### config.mk
export PLATFORM = sky130hd
export DESIGN_NAME = theta_slice_stage
export DESIGN_NICKNAME = d
export VERILOG_FILES = /design/src/rtl/theta_slice_stage.sv
export SDC_FILE = /design/constraint.sdc
export NUM_CORES = 1
export LEC_CHECK = 0
export ABC_AREA = 1
export BUFFER_PORTS_ARGS = -buffer_cell sky130_fd_sc_hd__buf_2
export CAP_MARGIN = 20
export CELL_PAD_IN_SITES_DETAIL_PLACEMENT = 1
export CELL_PAD_IN_SITES_GLOBAL_PLACEMENT = 1
export CORE_AREA = 2 2 223 225
export DETAILED_ROUTE_END_ITERATION = 12
export DIE_AREA = 0 0 225 227
export PLACE_DENSITY = 0.82
export RECOVER_POWER = 50
export SYNTH_ARGS = -nofsm -noshare
export SYNTH_HDL_FRONTEND = slang
export SYNTH_SLANG_ARGS = --single-unit
export TNS_END_PERCENT = 5
### constraint.sdc
create_clock -name clk -period 5.8 [get_ports clk]
set_input_delay 1.16 -clock clk [delete_from_list [all_inputs] [get_ports clk]]
set_output_delay 1.16 -clock clk [all_outputs]
set_load 0.05 [all_outputs]
### src/rtl/theta_slice_stage.sv
// theta_slice_stage: column-parity mixing stage of the matrix encoder.
// Pass 1 reads all slices and stores the 5-bit column parity of each.
// Pass 2 re-reads every slice and emits it mixed with the parity of the
// neighbouring columns (same slice, x-1) and (previous slice, x+1).
module theta_slice_stage #(
  parameter int SLICES = 64,
  parameter int LANE_W = 25,
  localparam int CW = $clog2(SLICES)
) (
  input  logic              clk,
  input  logic              rst,
  input  logic              theta_en,
  output logic [CW-1:0]     cnt_value,
  input  logic [LANE_W-1:0] line_in,
  output logic              write_enable,
  output logic [CW-1:0]     write_addr,
  output logic [LANE_W-1:0] write_value,
  output logic              donee,
  output logic              busy
);

  typedef enum logic [2:0] {
    S_IDLE   = 3'd0,
    S_PARITY = 3'd1,
    S_APPLY  = 3'd2,
    S_DRAIN  = 3'd3,
    S_DONE   = 3'd4
  } state_t;

  localparam logic [CW-1:0] LAST_IDX = CW'(SLICES - 1);

  // Column parity of one slice: bit x = XOR over y of A[x][y].
  function automatic logic [4:0] col_parity(input logic [24:0] s);
    logic [4:0] p;
    p = 5'd0;
    for (int y = 0; y < 5; y++) begin
      p = p ^ s[5*y +: 5];
    end
    return p;
  endfunction

  // Mix one slice with column parities of this slice and the previous one.
  function automatic logic [24:0] theta_mix(input logic [24:0] s,
                                            input logic [4:0]  c_cur,
                                            input logic [4:0]  c_prev);
    logic [4:0]  d;
    logic [24:0] r;
    for (int x = 0; x < 5; x++) begin
      d[x] = c_cur[(x + 4) % 5] ^ c_prev[(x + 1) % 5];
    end
    for (int y = 0; y < 5; y++) begin
      r[5*y +: 5] = s[5*y +: 5] ^ d;
    end
    return r;
  endfunction

  state_t              state_q, state_d;
  logic [CW-1:0]       cnt_q, cnt_d;
  logic                armed_q, armed_d;
  logic                we_q, we_d;
  logic [CW-1:0]       waddr_q, waddr_d;
  logic [LANE_W-1:0]   wval_q, wval_d;
  logic                donee_q, donee_d;
  logic                busy_q, busy_d;
  logic                start_s;
  logic [CW-1:0]       prev_idx_s;
  logic [4:0]          par_q [SLICES];

  assign prev_idx_s = cnt_q - CW'(1);

  // Next-state, address sequencing, arming and registered-output values.
  always_comb begin
    state_d = state_q;
    cnt_d   = cnt_q;
    we_d    = 1'b0;
    waddr_d = waddr_q;
    wval_d  = wval_q;
    start_s = 1'b0;
    case (state_q)
      S_IDLE: begin
        cnt_d = '0;
        if (theta_en && armed_q) begin
          start_s = 1'b1;
          state_d = S_PARITY;
        end else begin
          state_d = S_IDLE;
        end
      end
      S_PARITY: begin
        cnt_d = cnt_q + CW'(1);
        if (cnt_q == LAST_IDX) begin
          state_d = S_APPLY;
        end else begin
          state_d = S_PARITY;
        end
      end
      S_APPLY: begin
        we_d    = 1'b1;
        waddr_d = cnt_q;
        wval_d  = theta_mix(line_in, par_q[cnt_q], par_q[prev_idx_s]);
        cnt_d   = cnt_q + CW'(1);
        if (cnt_q == LAST_IDX) begin
          state_d = S_DRAIN;
        end else begin
          state_d = S_APPLY;
        end
      end
      S_DRAIN: begin
        cnt_d   = '0;
        state_d = S_DONE;
      end
      S_DONE: begin
        cnt_d   = '0;
        state_d = S_IDLE;
      end
      default: begin
        cnt_d   = '0;
        state_d = S_IDLE;
      end
    endcase

    if (start_s) begin
      armed_d = 1'b0;
    end else if (!theta_en) begin
      armed_d = 1'b1;
    end else begin
      armed_d = armed_q;
    end

    donee_d = (state_q == S_DRAIN);
    busy_d  = (state_d == S_PARITY) || (state_d == S_APPLY) || (state_d == S_DRAIN);
  end

  // State, counter and output registers; reset aborts any pass in flight.
  always_ff @(posedge clk or negedge rst) begin
    if (!rst) begin
      state_q <= S_IDLE;
      cnt_q   <= '0;
      armed_q <= 1'b1;
      we_q    <= 1'b0;
      waddr_q <= '0;
      wval_q  <= '0;
      donee_q <= 1'b0;
      busy_q  <= 1'b0;
    end else begin
      state_q <= state_d;
      cnt_q   <= cnt_d;
      armed_q <= armed_d;
      we_q    <= we_d;
      waddr_q <= waddr_d;
      wval_q  <= wval_d;
      donee_q <= donee_d;
      busy_q  <= busy_d;
    end
  end

  // Parity table: one 5-bit column-parity entry per slice, filled in pass 1.
  always_ff @(posedge clk or negedge rst) begin
    if (!rst) begin
      for (int i = 0; i < SLICES; i++) begin
        par_q[i] <= 5'd0;
      end
    end else if (state_q == S_PARITY) begin
      par_q[cnt_q] <= col_parity(line_in);
    end
  end

  assign cnt_value    = cnt_q;
  assign write_enable = we_q;
  assign write_addr   = waddr_q;
  assign write_value  = wval_q;
  assign donee        = donee_q;
  assign busy         = busy_q;

endmodule

==> results of run 1 <==
==> worst reg2reg max path, cell delays in order (launching register included) <==
cell and delay, ns:
dfrtp_4 0.89, inv_8 0.32, ha_2 0.41, inv_1 0.06, nand2_1 0.05, nand2_1 0.06, buf_4 0.55, inv_1 0.14
buf_4 0.36, nand3_1 0.26, nand3_1 0.13, nand3_1 0.13, nand3_1 0.33, nand2_1 0.19, nand2_2 0.11, nand2_2 0.12
nand2_1 0.08, nand3_1 0.09, nand2_1 0.05
==> path summary, 6_finish.rpt <==
kind,end,slack (ns)
worst max-delay path,write_value[12],1.33
worst min-delay path,write_value[10],0.47
worst max register to register,write_value[12],1.33
worst min register to register,write_value[10],0.47
max in group asynchronous,par_q[45],1.61
min in group asynchronous,par_q[316],1.51
==> state kept, by name, summed over array words and instances, names as in the netlist <==
signal        flops
cnt_value         6
write_addr        6
donee             1
write_enable      1
par_q           320
write_value      25
busy              1
state_q           3
armed_q           1
==> per-stage QoR <==
stage	hold slack [ns]	instances
after floorplan	0.453	3016
after global placement	0.461	3576
after detailed placement	0.460	3577
after CTS	0.477	3652
after global routing	0.503	3654
final	0.474	3654
==> layout make-up <==
type / instances / area [µm²]
tap: 622 / 778
inverter: 269 / 1020
clock inverter: 16 / 151
multi-input combinational: 2220 / 10000
timing repair buffer: 104 / 679
fill: 6196 / 25500
sequential: 364 / 9110
clock buffer: 59 / 1290
==> layer usage <==
layer,track usage [%],vias up,wire length (µm)
li1,-,9582,-
met1,39.0,10500,32500
met2,50.8,694,36300
met3,5.61,195,5170
met4,15.8,0,3760
met5,0,-,0
==> power groups by stage <==
stage | sequential (W) | combinational [W] | clock [W]
4_1_cts | 0.00337 | 0.00142 | 0.00285
6_report | 0.00338 | 0.00142 | 0.00281
2_1_floorplan | 0.00327 | 0.000926 | 0
3_5_place_dp | 0.00340 | 0.00141 | 0
3_3_place_gp | 0.00337 | 0.00131 | 0
5_1_grt | 0.00343 | 0.00162 | 0.00293
==> logic make-up after synthesis <==
logic type	synth area share, %
and+or+nand+nor	36.7
buffers and inverters	8.42
AOI/OAI and AO/OA	10.0
DFF	43.8
xor gates and xnor gates	0.884
adders and majority gates	0.120
==> placed cells by master (no fill, tap or decap), types with 28 or more instances in the layout <==
master / instances
or2_2: 41
nor2_1: 93
clkbuf_16: 46
nand2_1: 1111
o21ai_0: 369
buf_4: 28
buf_2: 59
dfrtp_1: 362
nand2_2: 44
inv_1: 254
nand3_1: 469
==> flow_summary.yaml, run 1 <==
sta:
  tightest_slew_ns: 2.91
  fin_setup_tns_ns: 0
  rsz0062_at_grt: "false"
  final.setup.worst_slack_ns: 1.33
  max_freq_mhz: 224
  drv_slew: 142
  period_share_pct: 77.1
  finalHoldViolCount: 0
  max_slew_margin_pct: -93.7
  setup_viol_count_final: 0
  clock_skew_ns: 0.0343
  finalCriticalPeriod_ns: 4.47
synthesis:
  synth_top_area_cell: "dfrtp_1"
  syn_inst: 3016
  yosys-top-cells-count: "nand2_1 (1111), nand3_1 (469), o21ai_0 (369)"
  ys.flop_type: "dfrtp_1"
  synth_edf_count: 0
  syn_area_per_cell_um2: 6.90
  synth-seq-cells: 364
  syn-num-nets: 3046
  netlist_area_um2: 20800
  ys_seq_area_share_pct: 43.8
  netlist.area_leader.share_pct: 43.7
  netlist-cell-type-count: 29
  ys.warnings.count: 0
  synthArstFlopShare_pct: 100
  yosysMostFrequentCell: "nand2_1"
  synthTopCellsByArea: "dfrtp_1 (44%), nand2_1 (20%), nand3_1 (11%)"
global_routing:
  grt_max_degree: 221
  overflow: 0
  grt_pass1_vias: 21600
  grt_usage_pct: 30.8
  grt_pass1_wl_um: 122000
  antenna_found_initial: 0
floorplan:
  start_util_pct: 42.8
  io_pins: 68
  dieArea_um2: 51100
  die_w_um: 225
  rows: 81
  coreArea_um2: 48500
  fp.dieH_um: 227
cells_and_area:
  area_growth_pct: 11.0
  final_core_util_pct: 47.5
  nets: 3033
  fin_area_um2: 23100
  diodes: 0
  drive_above_1_share_pct: 9.30
critical_path:
  setup.worst_path.class: "flip-flop to flip-flop"
  r2r-start: "cnt_value[0]"
  crit_cells: 18
  crit_buf_inv: 5
  crit_arrival_ns: 4.94
  crit_start: "cnt_value[0]"
  crit_chain: "inv_8, ha_2, inv_1, nand2_1, nand2_1, buf_4, inv_1, buf_4, nand3_1, nand3_1, nand3_1, nand3_1, nand2_1, nand2_2, nand2_2, nand2_1, nand3_1, nand2_1"
  ff2ff_path_depth: 18
  startpoint_type: "flip-flop"
  cp_slowest_cell: "dfrtp_4"
  cp_top_family: "simple AND/OR/NAND/NOR gates"
  endpoint_kind: "flip-flop"
  max_stage_delay_ns: 0.89
  required_ns: 6.27
  cp_max_fo: 85
routing:
  vias: 20900
  wirelength_um: 77700
  drt_iter0_markers: 1847
  ant_nets: 0
  avgRoutedWirePerCell_um: 21.3
  drc: 0
  avgViaCountPerCell: 5.73
  first_pass_iters: 5
min_path:
  min_from: "write_value[10]"
  hp-class: "flip-flop to flip-flop"
  hold_depth: 2
clock_network:
  clock_latency_ns: 0.60
  clockBufferDepth: 3
  post_cts_resized: 0
  clk_pin_slew_ns: 0.06
  cts-root-buf: "clkbuf_16"
  clock_sinks: 364
  cts_hold_buf: 0
  cts_made_buffers: 44
  cts_tree: "built"
  htreeDepth: 2
  cts_setup_buffers: 0
pwr:
  switching_share_pct: 33.1
  power.density_nw_per_um2: 330
  clkPwrFrac_pct: 36.9
  p_int_w: 0.00509
  power_w: 0.00761
  seq_power_share_pct: 44.4
  leakagePower_nw: 12.1
  ir_drop_v: 0.000267
  switching_power_w: 0.00252
  power_frac_comb_pct: 18.6
placed_design:
  place.gp.congestion: 0.886
  dpl_cell_area_um2: 21600
  dp_hpwl_um: 49700
  place_ws_ns: 1.54
  portBuffers: 67
flow_run:
  cap_violations: 2
run_status:
  status: "complete, but fails checks"
  violations: "capacitance limit, slew limit"
Power figures use the tool's default switching activity.
==> run 2, diff against run 1 <==
--- a/config.mk
+++ b/config.mk
@@ -10,10 +10,10 @@
 export CAP_MARGIN = 20
 export CELL_PAD_IN_SITES_DETAIL_PLACEMENT = 1
 export CELL_PAD_IN_SITES_GLOBAL_PLACEMENT = 1
-export CORE_AREA = 2 2 223 225
+export CORE_AREA = 2 2 229 231
 export DETAILED_ROUTE_END_ITERATION = 12
-export DIE_AREA = 0 0 225 227
-export PLACE_DENSITY = 0.82
+export DIE_AREA = 0 0 231 233
+export PLACE_DENSITY = 0.81
 export RECOVER_POWER = 50
 export SYNTH_ARGS = -nofsm -noshare
 export SYNTH_HDL_FRONTEND = slang
==> constraint.sdc (replaced) <==
create_clock -name clk -period 3.93 [get_ports clk]
set_input_delay 0.786 -clock clk [delete_from_list [all_inputs] [get_ports clk]]
set_output_delay 0.786 -clock clk [all_outputs]
set_load 0.05 [all_outputs]
==> flow_summary.yaml, run 2 (same netlist as run 1, synthesis figures left out) <==
run_status:
  status: "complete, but fails checks"
  violations: "capacitance limit, slew limit"
routing:
  avgRoutedWirePerCell_um: 21.0
  drc: 0
  vias: 21000
  avgViaCountPerCell: 5.62
  ant_nets: 0
  first_pass_iters: 8
  drt_iter0_markers: 1622
  wirelength_um: 78400
global_routing:
  grt_max_degree: 173
  grt_pass1_vias: 22000
  overflow: 0
  grt_usage_pct: 29.4
  grt_pass1_wl_um: 124000
  antenna_found_initial: 1
sta:
  holdWs_ns: 0.375
  period_share_pct: 90.6
  setup_viol_count_final: 0
  max_freq_mhz: 281
  clock_skew_ns: 0.0202
  max_slew_margin_pct: -91.4
  fin_setup_tns_ns: 0
  finalCriticalPeriod_ns: 3.56
  rsz0062_at_grt: "false"
  drv_slew: 97
  tightest_slew_ns: 2.87
  finalHoldViolCount: 0
critical_path:
  cp_common_cell: "nand3_1"
  endpoint_kind: "flip-flop"
  startpoint_type: "flip-flop"
  max_stage_delay_ns: 0.59
  cp_slowest_cell: "xor2_1"
  cp_max_fo: 46
  crit_chain: "inv_8, ha_2, nand3_1, xor2_1, clkinv_1, nand3_1, nand3_1, nand2_1, nand2_2, nand2_2, nand2_1, nand3_1, nand2_1"
  setup.worst_path.class: "flip-flop to flip-flop"
  crit_arrival_ns: 4.02
  crit_buf_inv: 2
  cp_top_family: "simple AND/OR/NAND/NOR gates"
  required_ns: 4.39
pwr:
  ir_drop_v: 0.000318
  power_w: 0.0113
  leakagePower_nw: 12.3
  power.density_nw_per_um2: 485
cells_and_area:
  largest_reg_flops: 320
  area_growth_pct: 12.5
  nets: 3052
  final_common_cell: "nand2_1"
  drive_above_1_share_pct: 9.72
  top_register: "par_q"
  final_cell_mix: "nand2_1 (1111), nand3_1 (469), o21ai_0 (369)"
  diodes: 0
clock_network:
  cts_hold_buf: 0
  clock_sinks: 364
  cts-root-buf: "clkbuf_16"
  cts_setup_buffers: 0
  post_cts_resized: 0
  htreeDepth: 2
  clock_latency_ns: 0.60
  cts_made_buffers: 43
  clockBufferDepth: 3
  cts_tree: "built"
  clk_pin_slew_ns: 0.06
floorplan:
  start_util_pct: 40.7
  io_pins: 68
  dieArea_um2: 53800
  fp.dieH_um: 233
  die_w_um: 231
  coreArea_um2: 51100
  rows: 83
flow_run:
  cap_violations: 1
placed_design:
  dp_hpwl_um: 51000
  portBuffers: 67
  place.gp.congestion: 0.893
min_path:
  hp-class: "input pin to flip-flop"
-- run 2: cell types whose count changed in the layout (fill, tap and decap cells not counted), sizes merged --
cell	before	now
bufinv	2	5
buf	94	111
inv	259	261
clkinvlp	4	1
clkbuf	69	75
clkinv	20	18
-- run 2: area by class of cell --
type                            count  area [µm²]
Sequential cell                   364        9110
Inverter                          269        1020
Clock buffer                       62        1260
Fill cell                        6638       27700
Tap cell                          680         851
Multi-Input combinational cell   2220       10000
Timing Repair Buffer              124         890
Clock inverter                     16         223
-- run 2: power breakdown --
part           leakage [nW]  switching (W)  total (W)  internal, W
clock network         0.731        0.00172    0.00428      0.00255
registers              3.97       0.000580    0.00498      0.00440
logic                  7.58        0.00136    0.00208     0.000714
-- run 2: final timing paths --
kind,start,to,slack [ns],depth (start not counted)
max in group asynchronous,rst,par_q[118],0.58,2
max,cnt_value[0],write_value[8],0.37,13
min,theta_en,armed_q,0.38,2
max reg2reg,cnt_value[0],write_value[8],0.37,13
min in group asynchronous,rst,par_q[234],1.13,1
min reg2reg,write_value[0],write_value[0],0.48,2
-- run 2: metrics by stage --
step,utilization [%],cell area [µm²],setup slack [ns],instances
finish,45.8,23400,0.371,3735
global route,45.8,23400,0.121,3735
CTS,45.9,23400,0.465,3735
detailed placement,43.0,22000,0.515,3657
global placement,43.0,22000,0.687,3657
floorplan,-,20800,0.948,3016
-- run 2: routing by layer --
metal / share of wire, % / wire, µm / GRT usage, %
met1: 41 / 32400 / 37.0
met2: 49 / 38200 / 49.6
met3: 5.7 / 4480 / 4.41
met4: 4.3 / 3360 / 13.6
met5: 0.017 / 13 / 0
-- run 2: worst reg2reg max path, stage by stage, from the launching register on --
cell and delay, ns:
dfrtp_4 0.54, inv_8 0.25, ha_2 0.26, nand3_1 0.09, xor2_1 0.59, clkinv_1 0.54, nand3_1 0.23, nand3_1 0.28
nand2_1 0.17, nand2_2 0.11, nand2_2 0.12, nand2_1 0.07, nand3_1 0.08, nand2_1 0.08
==> run 3, diff against run 2 <==
--- a/config.mk
+++ b/config.mk
@@ -6,14 +6,15 @@
 export NUM_CORES = 1
 export LEC_CHECK = 0
 export ABC_AREA = 1
-export BUFFER_PORTS_ARGS = -buffer_cell sky130_fd_sc_hd__buf_2
 export CAP_MARGIN = 20
 export CELL_PAD_IN_SITES_DETAIL_PLACEMENT = 1
 export CELL_PAD_IN_SITES_GLOBAL_PLACEMENT = 1
-export CORE_AREA = 2 2 229 231
+export CORE_AREA = 2 2 223 225
 export DETAILED_ROUTE_END_ITERATION = 12
-export DIE_AREA = 0 0 231 233
-export PLACE_DENSITY = 0.81
+export DIE_AREA = 0 0 225 227
+export DONT_BUFFER_PORTS = 1
+export HOLD_SLACK_MARGIN = 0.02
+export PLACE_DENSITY = 0.83
 export RECOVER_POWER = 50
 export SYNTH_ARGS = -nofsm -noshare
 export SYNTH_HDL_FRONTEND = slang
==> flow_summary.yaml, run 3 (same netlist as run 1, synthesis figures left out) <==
run_status:
  status: "complete, but fails checks"
  violations: "hold timing"
critical_path:
  required_ns: 4.38
  startpoint_type: "flip-flop"
  endpoint_kind: "flip-flop"
  setup.worst_path.class: "flip-flop to flip-flop"
  crit_arrival_ns: 3.93
  cp_max_fo: 20
pwr:
  ir_drop_v: 0.000476
  p_int_w: 0.00783
  leakagePower_nw: 12.1
  power_frac_comb_pct: 17.5
  switching_power_w: 0.00360
  switching_share_pct: 31.5
  power.density_nw_per_um2: 494
  clkPwrFrac_pct: 39.0
  seq_power_share_pct: 43.5
routing:
  avgRoutedWirePerCell_um: 21.6
  wirelength_um: 78400
  drt_iter0_markers: 1739
  ant_nets: 0
  drc: 0
  vias: 20800
  first_pass_iters: 5
  avgViaCountPerCell: 5.74
cells_and_area:
  final_cell_mix: "nand2_1 (1110), nand3_1 (469), o21ai_0 (369)"
  fillCellCount: 6176
  area_growth_pct: 11.3
  diodes: 0
  drive_above_1_share_pct: 8.60
  final_core_util_pct: 47.7
  top_register: "par_q"
  largest_reg_flops: 320
  final_common_cell: "nand2_1"
  nets: 2997
  fin_cells: 3623
clock_network:
  cts_tree: "built"
  htreeDepth: 2
  clock_sinks: 364
  cts_setup_buffers: 0
  clockBufferDepth: 3
  cts_made_buffers: 43
  clock_latency_ns: 0.58
  cts-root-buf: "clkbuf_16"
  clk_pin_slew_ns: 0.06
floorplan:
  dieArea_um2: 51100
  rows: 81
  die_w_um: 225
  io_pins: 68
  start_util_pct: 42.8
  fp.dieH_um: 227
  coreArea_um2: 48500
sta:
  setup_viol_count_final: 0
  finalHoldViolCount: 143
  tightest_slew_ns: 0.996
  max_slew_margin_pct: 33.4
  period_share_pct: 88.6
  max_freq_mhz: 287
  finalCriticalPeriod_ns: 3.48
  fin_setup_tns_ns: 0
  drv_slew: 0
  holdWs_ns: -0.0844
  rsz0062_at_grt: "false"
  clock_skew_ns: 0.0142
global_routing:
  antenna_found_initial: 1
  overflow: 0
  grt_pass1_vias: 21600
  grt_max_degree: 365
  grt_pass1_wl_um: 122000
  grt_usage_pct: 30.9
flow_run:
  cap_violations: 0
placed_design:
  dp_hpwl_um: 50800
  portBuffers: 0
  dp.cells: 3544
  place.gp.congestion: 0.985
min_path:
  hp-class: "input pin to async pin"
-- run 3: cell types whose count changed in the layout (fill, tap and decap cells not counted), moves of 3 or more --
cell and delta:
clkbuf_1 -14, buf_2 -60, buf_12 -3, buf_4 +20
clkbuf_2 -3, clkinvlp_4 +3
-- run 3: area by class of cell --
type | instances | area [µm²] | area share [%]
repair buffers | 69 | 627 | 2.71
clock buffers | 58 | 1270 | 5.51
multi-input cells | 2220 | 10000 | 43.4
inverters | 269 | 1020 | 4.39
well taps | 622 | 778 | 3.36
clock inverters | 21 | 290 | 1.25
flip-flops and latches | 364 | 9110 | 39.4
-- run 3: timing repair --
item / 4_1_cts / 5_1_grt
resized for setup: 0 / 1
setup endpoints to repair: 0 / 1
endpoints found under the hold margin: 363 / 363
-- run 3: worst paths after layout --
| path | endpoint | slack, ns | from | cells after the start |
|---|---|---|---|---|
| worst max-delay path | write_value[2] | 0.45 | cnt_value[1] | 15 |
| worst min-delay path | par_q[315] | -0.08 | rst | 0 |
| worst max register to register | write_value[2] | 0.45 | cnt_value[1] | 15 |
| worst min register to register | par_q[162] | 0.50 | par_q[162] | 2 |
| max in group asynchronous | par_q[275] | 3.43 | rst | 0 |
| min in group clk | armed_q | 0.28 | theta_en | 1 |
-- run 3: per-layer routing --
layer | global-route usage [%] | up-vias | share of wire [%]
li1 | - | 9516 | -
met1 | 38.5 | 10400 | 41
met4 | 13.6 | 2 | 4.5
met3 | 7.00 | 207 | 7.1
met5 | 0 | - | 0.017
met2 | 51.4 | 651 | 48
-- run 3: worst max-delay path, stage by stage (launching register included) --
cell,delay (ns)
dfrtp_1,0.40
buf_4,0.24
nor2_4,0.48
nand2_1,0.20
inv_2,0.16
nand2_1,0.09
nand2_2,0.42
nand3_1,0.26
nand3_1,0.28
nand3_1,0.18
nand2_1,0.11
nand2_2,0.13
nand2_2,0.15
nand2_1,0.07
nand3_1,0.07
nand2_1,0.09
-- run 3: stage by stage --
step	setup WS (ns)	instance area, µm²	hold WS, ns	power, W
6_report	0.449	23200	-0.0844	0.0114
5_1_grt	0.261	23200	-0.106	0.0120
4_1_cts	0.314	23200	-0.0867	0.0115
3_5_place_dp	0.357	21600	0.478	0.00697
3_3_place_gp	0.443	21600	0.469	0.00679
2_1_floorplan	0.948	20800	0.453	0.00619
-- run 3: power by group through the flow --
stage / clock (W) / sequential (W) / combinational, W
2_1_floorplan: 0 / 0.00482 / 0.00137
3_3_place_gp: 0 / 0.00496 / 0.00184
3_5_place_dp: 0 / 0.00500 / 0.00197
4_1_cts: 0.00450 / 0.00495 / 0.00200
5_1_grt: 0.00465 / 0.00504 / 0.00227
6_report: 0.00446 / 0.00497 / 0.00200
